File: config.mk
export PLATFORM = sky130hd
export DESIGN_NAME = btc_cc_block_seq
export DESIGN_NICKNAME = d
export VERILOG_FILES = /design/src/rtl/btc_cc_block_seq.sv
export SDC_FILE = /design/constraint.sdc
export NUM_CORES = 1
export LEC_CHECK = 0
export BUFFER_PORTS_ARGS = -buffer_cell sky130_fd_sc_hd__buf_4
export CORE_AREA = 8 8 178 180
export CTS_CLUSTER_SIZE = 25
export DETAILED_ROUTE_END_ITERATION = 16
export DIE_AREA = 0 0 186 188
export GPL_ROUTABILITY_DRIVEN = 0
export GPL_TIMING_DRIVEN = 1
export PLACE_DENSITY = 0.78
export SYNTH_ARGS = -nofsm -noshare
export SYNTH_HDL_FRONTEND = slang
export SYNTH_SLANG_ARGS = --single-unit
File: constraint.sdc
create_clock -name clock -period 3.9 [get_ports clock]
set_input_delay 0.585 -clock clock [delete_from_list [all_inputs] [get_ports clock]]
set_output_delay 0.585 -clock clock [all_outputs]
set_load 0.005 [all_outputs]
File: src/rtl/btc_cc_block_seq.sv
`default_nettype none
// ============================================================================
//  Module   : btc_cc_block_seq
//  Purpose  : Sequences the colour-cell encode datapath to compress one 4x4
//             RGB555 block into a 64-bit cell. It buffers four pixel rows,
//             issues four RGB5MINMAX ops, reduces the endpoints by luma, then
//             issues four ENCCC1 ops back-to-back and presents the cell.
//  Revision : 1.0  initial release
// ============================================================================
module btc_cc_block_seq #(
    parameter logic [8:0]  UIXT_MINMAX = 9'h0,
    parameter logic [8:0]  UIXT_ENCCC1 = 9'h0,
    parameter int unsigned CC_LAT      = 2
) (
    input  logic        clock,
    input  logic        reset,
    input  logic        exHold,
    input  logic        inValid,
    output logic        inReady,
    input  logic [63:0] inRow,
    output logic        outValid,
    input  logic        outReady,
    output logic [63:0] outCell,
    output logic [63:0] ccRs,
    output logic [31:0] ccRt,
    output logic [31:0] ccRp,
    output logic [8:0]  ccUIxt,
    input  logic [31:0] ccOut,
    output logic        busy
);

    localparam logic [1:0] c_LAST = 2'd3;

    typedef enum logic [2:0] {
        S_IDLE  = 3'd0,
        S_LOAD  = 3'd1,
        S_MMISS = 3'd2,
        S_MMDRN = 3'd3,
        S_ENISS = 3'd4,
        S_ENDRN = 3'd5,
        S_DONE  = 3'd6
    } state_t;

    state_t              r_state;
    state_t              w_stateNext;
    logic [63:0]         r_rows [4];
    logic [1:0]          r_rowCnt;
    logic [1:0]          r_opCnt;
    logic [1:0]          r_resCnt;
    logic [CC_LAT-1:0]   r_vld;
    logic [15:0]         r_min;
    logic [15:0]         r_max;
    logic [31:0]         r_idx;

    logic                w_inFire;
    logic                w_outFire;
    logic                w_issue;
    logic                w_capture;
    logic                w_mmPhase;
    logic                w_enPhase;
    logic                w_lastRes;
    logic                w_flat;
    logic [15:0]         w_resMin;
    logic [15:0]         w_resMax;

    // Luma ordering key built from the most significant colour bits.
    function automatic logic [7:0] lumaKey(input logic [15:0] p);
        return {p[9], p[8], p[14], p[4], p[7], p[13], p[3], p[6]};
    endfunction

    assign w_inFire  = inValid & inReady & ~exHold;
    assign w_outFire = outValid & outReady & ~exHold;
    assign w_issue   = ((r_state == S_MMISS) || (r_state == S_ENISS)) & ~exHold;
    // The oldest stage of the valid shift reg marks a result present on ccOut.
    assign w_capture = r_vld[CC_LAT-1] & ~exHold;
    assign w_mmPhase = (r_state == S_MMISS) || (r_state == S_MMDRN);
    assign w_enPhase = (r_state == S_ENISS) || (r_state == S_ENDRN);
    assign w_lastRes = w_capture & (r_resCnt == c_LAST);
    // Endpoints are settled for the whole encode phase, so this equals the
    // compare taken on entry to ENISS.
    assign w_flat    = (r_min == r_max);
    assign w_resMin  = ccOut[31:16];
    assign w_resMax  = ccOut[15:0];
    assign outCell   = {r_idx, r_min, r_max};

    // State register.
    always_ff @(posedge clock or negedge reset) begin
        if (!reset) begin
            r_state <= S_IDLE;
        end else if (!exHold) begin
            r_state <= w_stateNext;
        end
    end

    // Next-state decode and datapath drive; non-issuing states drive zeros.
    always_comb begin
        w_stateNext = r_state;
        inReady     = 1'b0;
        outValid    = 1'b0;
        busy        = 1'b1;
        ccRs        = 64'h0;
        ccRt        = 32'h0;
        ccRp        = 32'h0;
        ccUIxt      = 9'h0;
        case (r_state)
            S_IDLE: begin
                busy    = 1'b0;
                inReady = 1'b1;
                if (w_inFire) w_stateNext = S_LOAD;
            end
            S_LOAD: begin
                inReady = 1'b1;
                if (w_inFire && (r_rowCnt == c_LAST)) w_stateNext = S_MMISS;
            end
            S_MMISS: begin
                ccRs   = r_rows[r_opCnt];
                ccUIxt = UIXT_MINMAX;
                if (w_issue && (r_opCnt == c_LAST)) w_stateNext = S_MMDRN;
            end
            S_MMDRN: begin
                if (w_lastRes) w_stateNext = S_ENISS;
            end
            S_ENISS: begin
                ccRs   = r_rows[r_opCnt];
                ccRt   = {r_min, r_max};
                ccUIxt = UIXT_ENCCC1;
                if (w_issue && (r_opCnt == c_LAST)) w_stateNext = S_ENDRN;
            end
            S_ENDRN: begin
                if (w_lastRes) w_stateNext = S_DONE;
            end
            S_DONE: begin
                outValid = 1'b1;
                if (w_outFire) w_stateNext = S_IDLE;
            end
            default: w_stateNext = S_IDLE;
        endcase
    end

    // Row buffer and the row/op/result counters; all wrap to 0 after four.
    always_ff @(posedge clock or negedge reset) begin
        if (!reset) begin
            for (int i = 0; i < 4; i++) r_rows[i] <= 64'h0;
            r_rowCnt <= 2'd0;
            r_opCnt  <= 2'd0;
            r_resCnt <= 2'd0;
        end else if (!exHold) begin
            if (w_inFire) begin
                r_rows[r_rowCnt] <= inRow;
                r_rowCnt         <= r_rowCnt + 2'd1;
            end
            if (w_issue)   r_opCnt  <= r_opCnt + 2'd1;
            if (w_capture) r_resCnt <= r_resCnt + 2'd1;
        end
    end

    // Issue tracking: one bit per op in flight, aligned to the encoder latency.
    always_ff @(posedge clock or negedge reset) begin
        if (!reset) begin
            r_vld <= '0;
        end else if (!exHold) begin
            r_vld[0] <= w_issue;
            for (int i = 1; i < CC_LAT; i++) r_vld[i] <= r_vld[i-1];
        end
    end

    // Endpoint reduction; strict compares keep the earlier pixel on a tie.
    always_ff @(posedge clock or negedge reset) begin
        if (!reset) begin
            r_min <= 16'h0;
            r_max <= 16'h0;
        end else if (!exHold && w_capture && w_mmPhase) begin
            if (r_resCnt == 2'd0) begin
                r_min <= w_resMin;
                r_max <= w_resMax;
            end else begin
                if (lumaKey(w_resMin) < lumaKey(r_min)) r_min <= w_resMin;
                if (lumaKey(w_resMax) > lumaKey(r_max)) r_max <= w_resMax;
            end
        end
    end

    // Index bytes: cleared when a new block starts, filled row by row.
    always_ff @(posedge clock or negedge reset) begin
        if (!reset) begin
            r_idx <= 32'h0;
        end else if (!exHold) begin
            if (w_inFire && (r_state == S_IDLE)) begin
                r_idx <= 32'h0;
            end else if (w_capture && w_enPhase) begin
                r_idx[{r_resCnt, 3'b000} +: 8] <= w_flat ? 8'h00 : ccOut[7:0];
            end
        end
    end

endmodule
`default_nettype wire

==> results by group, run 1 <==
Route
  – Vias per Instance: 5.476
  – Initial drt markers: 513
  – Post-Route WL: 36470 um
  – Drt wl/cell: 20.67 um
  – Via count: 9659
  – Pre-antenna DRT Iters: 5
  – DR DRC count: 0
  – Routed Antenna Nets: 0

Hold path
  – Worst Hold Class: input pin to register

Power
  – Leak: 8.948 nW
  – Final Power: 14.25 mW
  – PwrDens: 751.2 nW/um2
  – Max VDD drop: 0.4963 mV

STA
  – Hold Vio Cnt, Final: 0
  – Hold_ws: 0.3115 ns
  – RSZ-0062 raised after global routing: false
  – Fmax achieved: 0.3122 GHz
  – Period utilisation layout: 82.12%
  – Final setup viols: 0
  – Slew HR: 28.72%
  – Tmin final: 3.203 ns
  – Clock Skew: 0.009021 ns
  – Fin. max-slew vios: 0
  – Setup total negative slack: 0 ns
  – Least-Margin Pin Slew: 1.069 ns

Finish
  – Most common library cell in the layout ignoring fill and taps: dfrtp_1
  – Nets@finish: 1472
  – Layout cells sized above 1: 50.25%
  – P&R area growth vs syn: 21.89%
  – Most frequent cells in the layout: dfrtp_1 (329), mux2_2 (290), buf_4 (269), nor2b_1 (68), mux4_2 (64)
  – Register Area: 8288 um2
  – Layout fillers: 2171
  – Multi-input logic area: 6810 um2
  – Post-route cell area: 18970 um2

Placed design
  – Placed Area: 17780 um2
  – DPL Wire Length: 23960 um
  – I/O Buffers: 263

Clock network
  – CTS tree: done
  – CTS sink count: 331
  – Max clock buf depth: 3
  – H-tree level count: 2
  – Post-CTS setup repair buffer count: 0
  – CTS Buf Count: 37
  – CTS root buf: clkbuf_16
  – CTS clk-pin slew, worst paths: 0.06 ns
  – Clk_lat worst skew: 0.51 ns

Die
  – Die Height: 188 um
  – IO Pins: 305
  – Die area: 34970 um2
  – Die span in x: 186 um
  – Initial core utilization: 53.64%
  – Row count: 63
  – Core Region: 29010 um2

GRT
  – Total GRT Usage: 20.86%
  – Vias in the first global route: 10.32k
  – GRT Residual Overflow: 0
  – Initial antenna violation count: 1
  – First-pass GRT wire length: 57550 um
  – Largest net degree at the start of global routing: 140

Synthesis
  – Mapped Cells: 1089
  – EDFF count, synth: 0
  – Synth warnings: 0
  – Syn_area_per_cell: 14.29 um2
  – FF+latch count, synth: 331
  – Sequential cell area fraction in the yosys report: 53.23%
  – Post-synth design cell area: 15560 um2
  – Most used DFF post-synth: dfrtp_1
  – Synth unique cells: 45
  – FFs w/ async S/R, synth: 100.0%

Outcome
  – Status: completed

Run
  – Max cap viols: 0

Critical path
  – Critical Path Source Type: register
  – Critical Path End Type: output port
  – Crit-path max FO: 43
  – WS Path Type: register to output port
  – WP data required: 3.31 ns
  – Arrival time at the worst endpoint: 2.62 ns
==> routing by layer <==
metal  up-vias  global-route usage (%)  part of all wire [%]
met5         -                       0                     0
met4         0                   5.498                   1.9
met3        50                   4.471                   6.8
met2       271                   34.66                    49
met1      5006                   27.39                    42
li1       4332                       -                     -
==> cell type report <==
type / count / share of cell area [%]
Inverter: 20 / 0.3958
Clock inverter: 7 / 0.4683
Clock buffer: 59 / 5.752
Antenna cell: 1 / 0.01319
Multi-Input combinational cell: 681 / 35.90
Tap cell: 390 / 2.573
Timing Repair Buffer: 275 / 11.20
Sequential cell: 331 / 43.69
==> cells by family (layout without fill, tap and decap cells) <==
| family | Yosys count | count (layout) | synth area share (%) |
|---|---|---|---|
| AOI/OAI and AO/OA | 58 | 58 | 2.477 |
| xor gates and xnor gates | 20 | 20 | 1.126 |
| adders and majority gates | 25 | 25 | 2.010 |
| buffers and inverters | 117 | 361 | 4.149 |
| DFF | 331 | 331 | 53.23 |
| muxes | 355 | 355 | 30.32 |
| other | 1 | 42 | 0.02410 |
| and+or+nand+nor | 182 | 182 | 6.666 |
==> per-stage QoR <==
| step | setup WS [ns] | util, % | std cells |
|---|---|---|---|
| floorplan | 1.558 | - | 1129 |
| global placement | 1.273 | 61.28 | 1696 |
| detailed placement | 1.233 | 61.28 | 1696 |
| CTS | 0.7078 | 65.38 | 1763 |
| global route | 0.5735 | 65.39 | 1764 |
| finish | 0.6974 | 65.39 | 1764 |
==> synthesized netlist by cell type, types with 4 or more instances <==
cell type | n | area (um2)
clkbuf_1 | 21 | 78.83
nand4_1 | 5 | 31.28
ha_1 | 25 | 312.8
nor2b_1 | 68 | 425.4
and2_1 | 32 | 200.2
buf_2 | 33 | 165.2
nor4_1 | 5 | 31.28
nand2_2 | 4 | 25.02
mux2_2 | 290 | 3266
nand2b_1 | 4 | 25.02
a21oi_1 | 8 | 40.04
xor2_1 | 18 | 157.7
dfrtp_1 | 331 | 8283
nor2_1 | 6 | 22.52
nand2_1 | 45 | 168.9
inv_1 | 20 | 75.07
mux4_2 | 64 | 1441
buf_4 | 42 | 315.3
a22o_1 | 8 | 70.07
o21ai_0 | 31 | 155.2
==> path summary, 6_finish.rpt <==
check                           cells past startpoint  slack, ns          end  startpoint
min in group asynchronous                           2       0.58  r_rows[189]       reset
worst max-delay path                                5       0.70     ccRs[49]  r_state[1]
max in group asynchronous                           3       2.14   r_opCnt[0]       reset
worst min-delay path                                2       0.31    r_max[15]   ccOut[15]
worst min register to register                      1       0.48     r_vld[0]    r_vld[0]
worst max register to register                      4       1.29  r_rows[185]  r_state[2]
==> what timing repair did <==
action	4_1_cts	5_1_grt
gates resized for setup	0	0
hold buffers	1	0
endpoints found under the hold margin	46	0
==> worst max-delay path: stages (launching register included) <==
cell and delay (ns):
dfrtp_1 0.63, xor2_1 0.27, nand2b_2 0.40, buf_12 0.35, nor2b_1 0.27, buf_4 0.17
==> state kept, by name, indices dropped and copies added, names as in the netlist <==
| register | cells |
|---|---|
| r_min | 16 |
| r_vld | 2 |
| r_max | 16 |
| r_state | 3 |
| r_rowCnt | 2 |
| r_idx | 32 |
| r_opCnt | 2 |
| r_rows | 256 |
| r_resCnt | 2 |
==> where the power goes <==
group / internal [mW] / switching, mW
combinational: 3.13 / 1.80
clock: 2.05 / 1.32
sequential: 4.94 / 1.01
total: 10.1 / 4.13
(Power assumes the default switching activity.)
==> run 2, diff against run 1 <==
--- a/config.mk
+++ b/config.mk
@@ -6,13 +6,13 @@
 export NUM_CORES = 1
 export LEC_CHECK = 0
 export BUFFER_PORTS_ARGS = -buffer_cell sky130_fd_sc_hd__buf_4
-export CORE_AREA = 8 8 178 180
+export CORE_AREA = 8 8 186 188
 export CTS_CLUSTER_SIZE = 25
 export DETAILED_ROUTE_END_ITERATION = 16
-export DIE_AREA = 0 0 186 188
+export DIE_AREA = 0 0 194 196
 export GPL_ROUTABILITY_DRIVEN = 0
 export GPL_TIMING_DRIVEN = 1
-export PLACE_DENSITY = 0.78
+export PLACE_DENSITY = 0.74
 export SYNTH_ARGS = -nofsm -noshare
 export SYNTH_HDL_FRONTEND = slang
 export SYNTH_SLANG_ARGS = --single-unit
==> constraint.sdc (replaced) <==
create_clock -name clock -period 2.78 [get_ports clock]
set_input_delay 0.417 -clock clock [delete_from_list [all_inputs] [get_ports clock]]
set_output_delay 0.417 -clock clock [all_outputs]
set_load 0.005 [all_outputs]
==> run 2 against run 1 <==
Effect of this change:
- routed wire length is 3.9% higher
- die area is 8.7% higher
- clock power grew 41%
- first-iteration DRC count decreased by 30%
- hold slack got worse by 0.18 ns
- flip-flop and latch count is the same
- via count up 2.0%
- sequential share of layout area is 0.78 points lower
- non-clock buffer count increased by 23
- critical path depth fell by 1
- global-route usage fell by 0.85 points
- sequential power grew 39%
- largest power group unchanged
- highest routed layer is now met5
==> results by group, run 2 (same netlist as run 1, synthesis figures left out) <==
Outcome
  – Status: completed (unchanged)

Die
  – Die span in x: 194 um (was 186 um)
  – IO Pins: 305 (unchanged)
  – Core Region: 31880 um2 (was 29010 um2)
  – Initial core utilization: 48.82% (was 53.64%)
  – Row count: 66 (was 63)
  – Die area: 38020 um2 (was 34970 um2)
  – Die Height: 196 um (was 188 um)

STA
  – Fmax achieved: 0.3757 GHz
  – Hold Vio Cnt, Final: 0 (unchanged)
  – RSZ-0062 raised after global routing: false (unchanged)
  – Tmin final: 2.662 ns
  – Slew HR: 28.82% (was 28.72%)
  – Final setup viols: 0 (unchanged)
  – Clock Skew: 0.01432 ns (was 0.009021 ns)
  – Setup total negative slack: 0 ns (unchanged)
  – Period utilisation layout: 95.76%
  – Least-Margin Pin Slew: 1.064 ns (was 1.069 ns)
  – Fin. max-slew vios: 0 (unchanged)

GRT
  – Total GRT Usage: 20.01% (was 20.86%)
  – Largest net degree at the start of global routing: 77 (was 140)
  – GRT Residual Overflow: 0 (unchanged)
  – Vias in the first global route: 10.65k (was 10.32k)
  – First-pass GRT wire length: 61270 um (was 57550 um)
  – Initial antenna violation count: 1 (unchanged)

Finish
  – P&R area growth vs syn: 24.15% (was 21.89%)
  – Largest Register: r_rows (unchanged)
  – Max reg flops: 256 (unchanged)
  – Layout Cells excl Fill: 1803 (was 1764)
  – N_diodes: 0 (was 1)
  – Layout cells sized above 1: 51.83% (was 50.25%)
  – Most common library cell in the layout ignoring fill and taps: dfrtp_1 (unchanged)
  – Most frequent cells in the layout: dfrtp_1 (328), mux2_2 (290), buf_4 (281), nor2b_1 (68), mux4_2 (64) (was dfrtp_1 (329), mux2_2 (290), buf_4 (269), nor2b_1 (68), mux4_2 (64))
  – Regs by FF count: r_rows x256, r_idx x32 (unchanged)
  – Nets@finish: 1495 (was 1472)

Power
  – Max VDD drop: 0.6700 mV (was 0.4963 mV)
  – PwrDens: 1047 nW/um2 (was 751.2 nW/um2)
  – Leak: 9.134 nW (was 8.948 nW)
  – Final Power: 20.23 mW (was 14.25 mW)

Critical path
  – Crit-path max FO: 17 (was 43)
  – Slowest-stage cell, CP: mux4_2 (was dfrtp_1)
  – Largest delay share family, worst path: buffers and inverters (was simple AND/OR/NAND/NOR gates)
  – Most frequent CP cell: buf_4
  – Slowest stage delay, CP: 0.54 ns (was 0.63 ns)
  – Critical Path End Type: output port (unchanged)
  – Critical Path Source Type: register (unchanged)
  – CP Cell Sequence: buf_4 -> mux4_2 -> nor2b_1 -> buf_4 (was xor2_1 -> nand2b_2 -> buf_12 -> nor2b_1 -> buf_4)
  – WS Path Type: register to output port (unchanged)
  – Buf+Inv Stages, Crit Path: 2 (unchanged)
  – Arrival time at the worst endpoint: 2.25 ns (was 2.62 ns)
  – WP data required: 2.36 ns (was 3.31 ns)

Route
  – Via count: 9851 (was 9659)
  – Vias per Instance: 5.464 (was 5.476)
  – Metal3 WL: 2056 um (was 2472 um)
  – Routed wl met2: 18410 um (was 18010 um)
  – DR DRC count: 0 (unchanged)
  – Highest metal used: met5 (was met4)
  – Post-Route WL: 37880 um (was 36470 um)
  – Drt wl/cell: 21.01 um (was 20.67 um)
  – Pre-antenna DRT Iters: 4 (was 5)
  – Wl on met1: 16720 um (was 15280 um)
  – Initial drt markers: 358 (was 513)
  – Routed Antenna Nets: 0 (unchanged)

Clock network
  – CTS clk-pin slew, worst paths: 0.06 ns (about the same)
  – CTS tree: done (unchanged)
  – CTS sink count: 331 (unchanged)
  – CTS root buf: clkbuf_16 (unchanged)
  – Max clock buf depth: 3 (unchanged)
  – Clk_lat worst skew: 0.53 ns (was 0.51 ns)
  – CTS Buf Count: 37 (unchanged)
  – H-tree level count: 2 (unchanged)

Placed design
  – I/O Buffers: 263 (unchanged)
  – Placed cells: 1737 (was 1696)
  – DPL Wire Length: 26180 um (was 23960 um)

Hold path
  – Worst Hold Class: input pin to register (unchanged)

Run
  – Max cap viols: 0 (unchanged)
==> run 2: cell count changes in the layout (fill, tap and decap cells not counted), sizes merged <==
cell	delta
buf	+23
bufinv	-2
clkbuf	-5
clkinv	+3
clkinvlp	+2
diode	-1
inv	+1
==> run 2: per-layer routing <==
metal / up-vias / track usage, %
met1: 5164 / 26.61
met2: 257 / 33.15
met3: 53 / 4.798
met4: 2 / 4.385
met5: - / 0
li1: 4375 / -
==> run 2: worst paths after layout <==
path	start	end	slack [ns]	depth (start not counted)
setup / recovery	r_opCnt[0]	ccRs[10]	0.12	4
hold / removal	ccOut[16]	r_min[0]	0.13	2
setup reg to reg	r_max[13]	r_max[11]	0.24	7
hold reg to reg	r_vld[0]	r_vld[0]	0.48	1
max in group asynchronous	reset	r_rows[3]	1.46	4
min in group asynchronous	reset	r_rows[58]	0.47	2
==> run 2: final cells by class <==
type                       instances  area [um2]
inverter                          20       75.07
multi-input combinational        681        6815
sequential                       331        8292
timing repair buffer             298        2426
clock inverter                    11       90.09
tap                              408       510.5
fill                            2486       12560
clock buffer                      54        1111
==> run 2: where the power goes <==
part | switching (mW) | internal (mW)
sequential | 1.36 | 6.94
clock | 1.95 | 2.79
combinational | 2.67 | 4.51
==> run 2: metrics by stage <==
stage | area (um2) | hold slack [ns] | util, % | worst slack [ns]
finish | 19320 | 0.1277 | 60.61 | 0.1180
detailed placement | 18100 | 0.4666 | 56.79 | 0.09196
global placement | 18100 | 0.4569 | 56.79 | 0.1085
CTS | 19320 | 0.1117 | 60.61 | 0.06057
floorplan | 15710 | 0.1214 | - | 0.5593
global route | 19320 | 0.1094 | 60.61 | 0.009419
==> run 2: timing repair <==
item                                    in CTS  in global routing
hold endpoints to repair                    69                  0
gates resized for setup                      2                  0
setup buffers                                0                  0
endpoints found under the setup margin      49                  0
hold buffers                                 1                  0
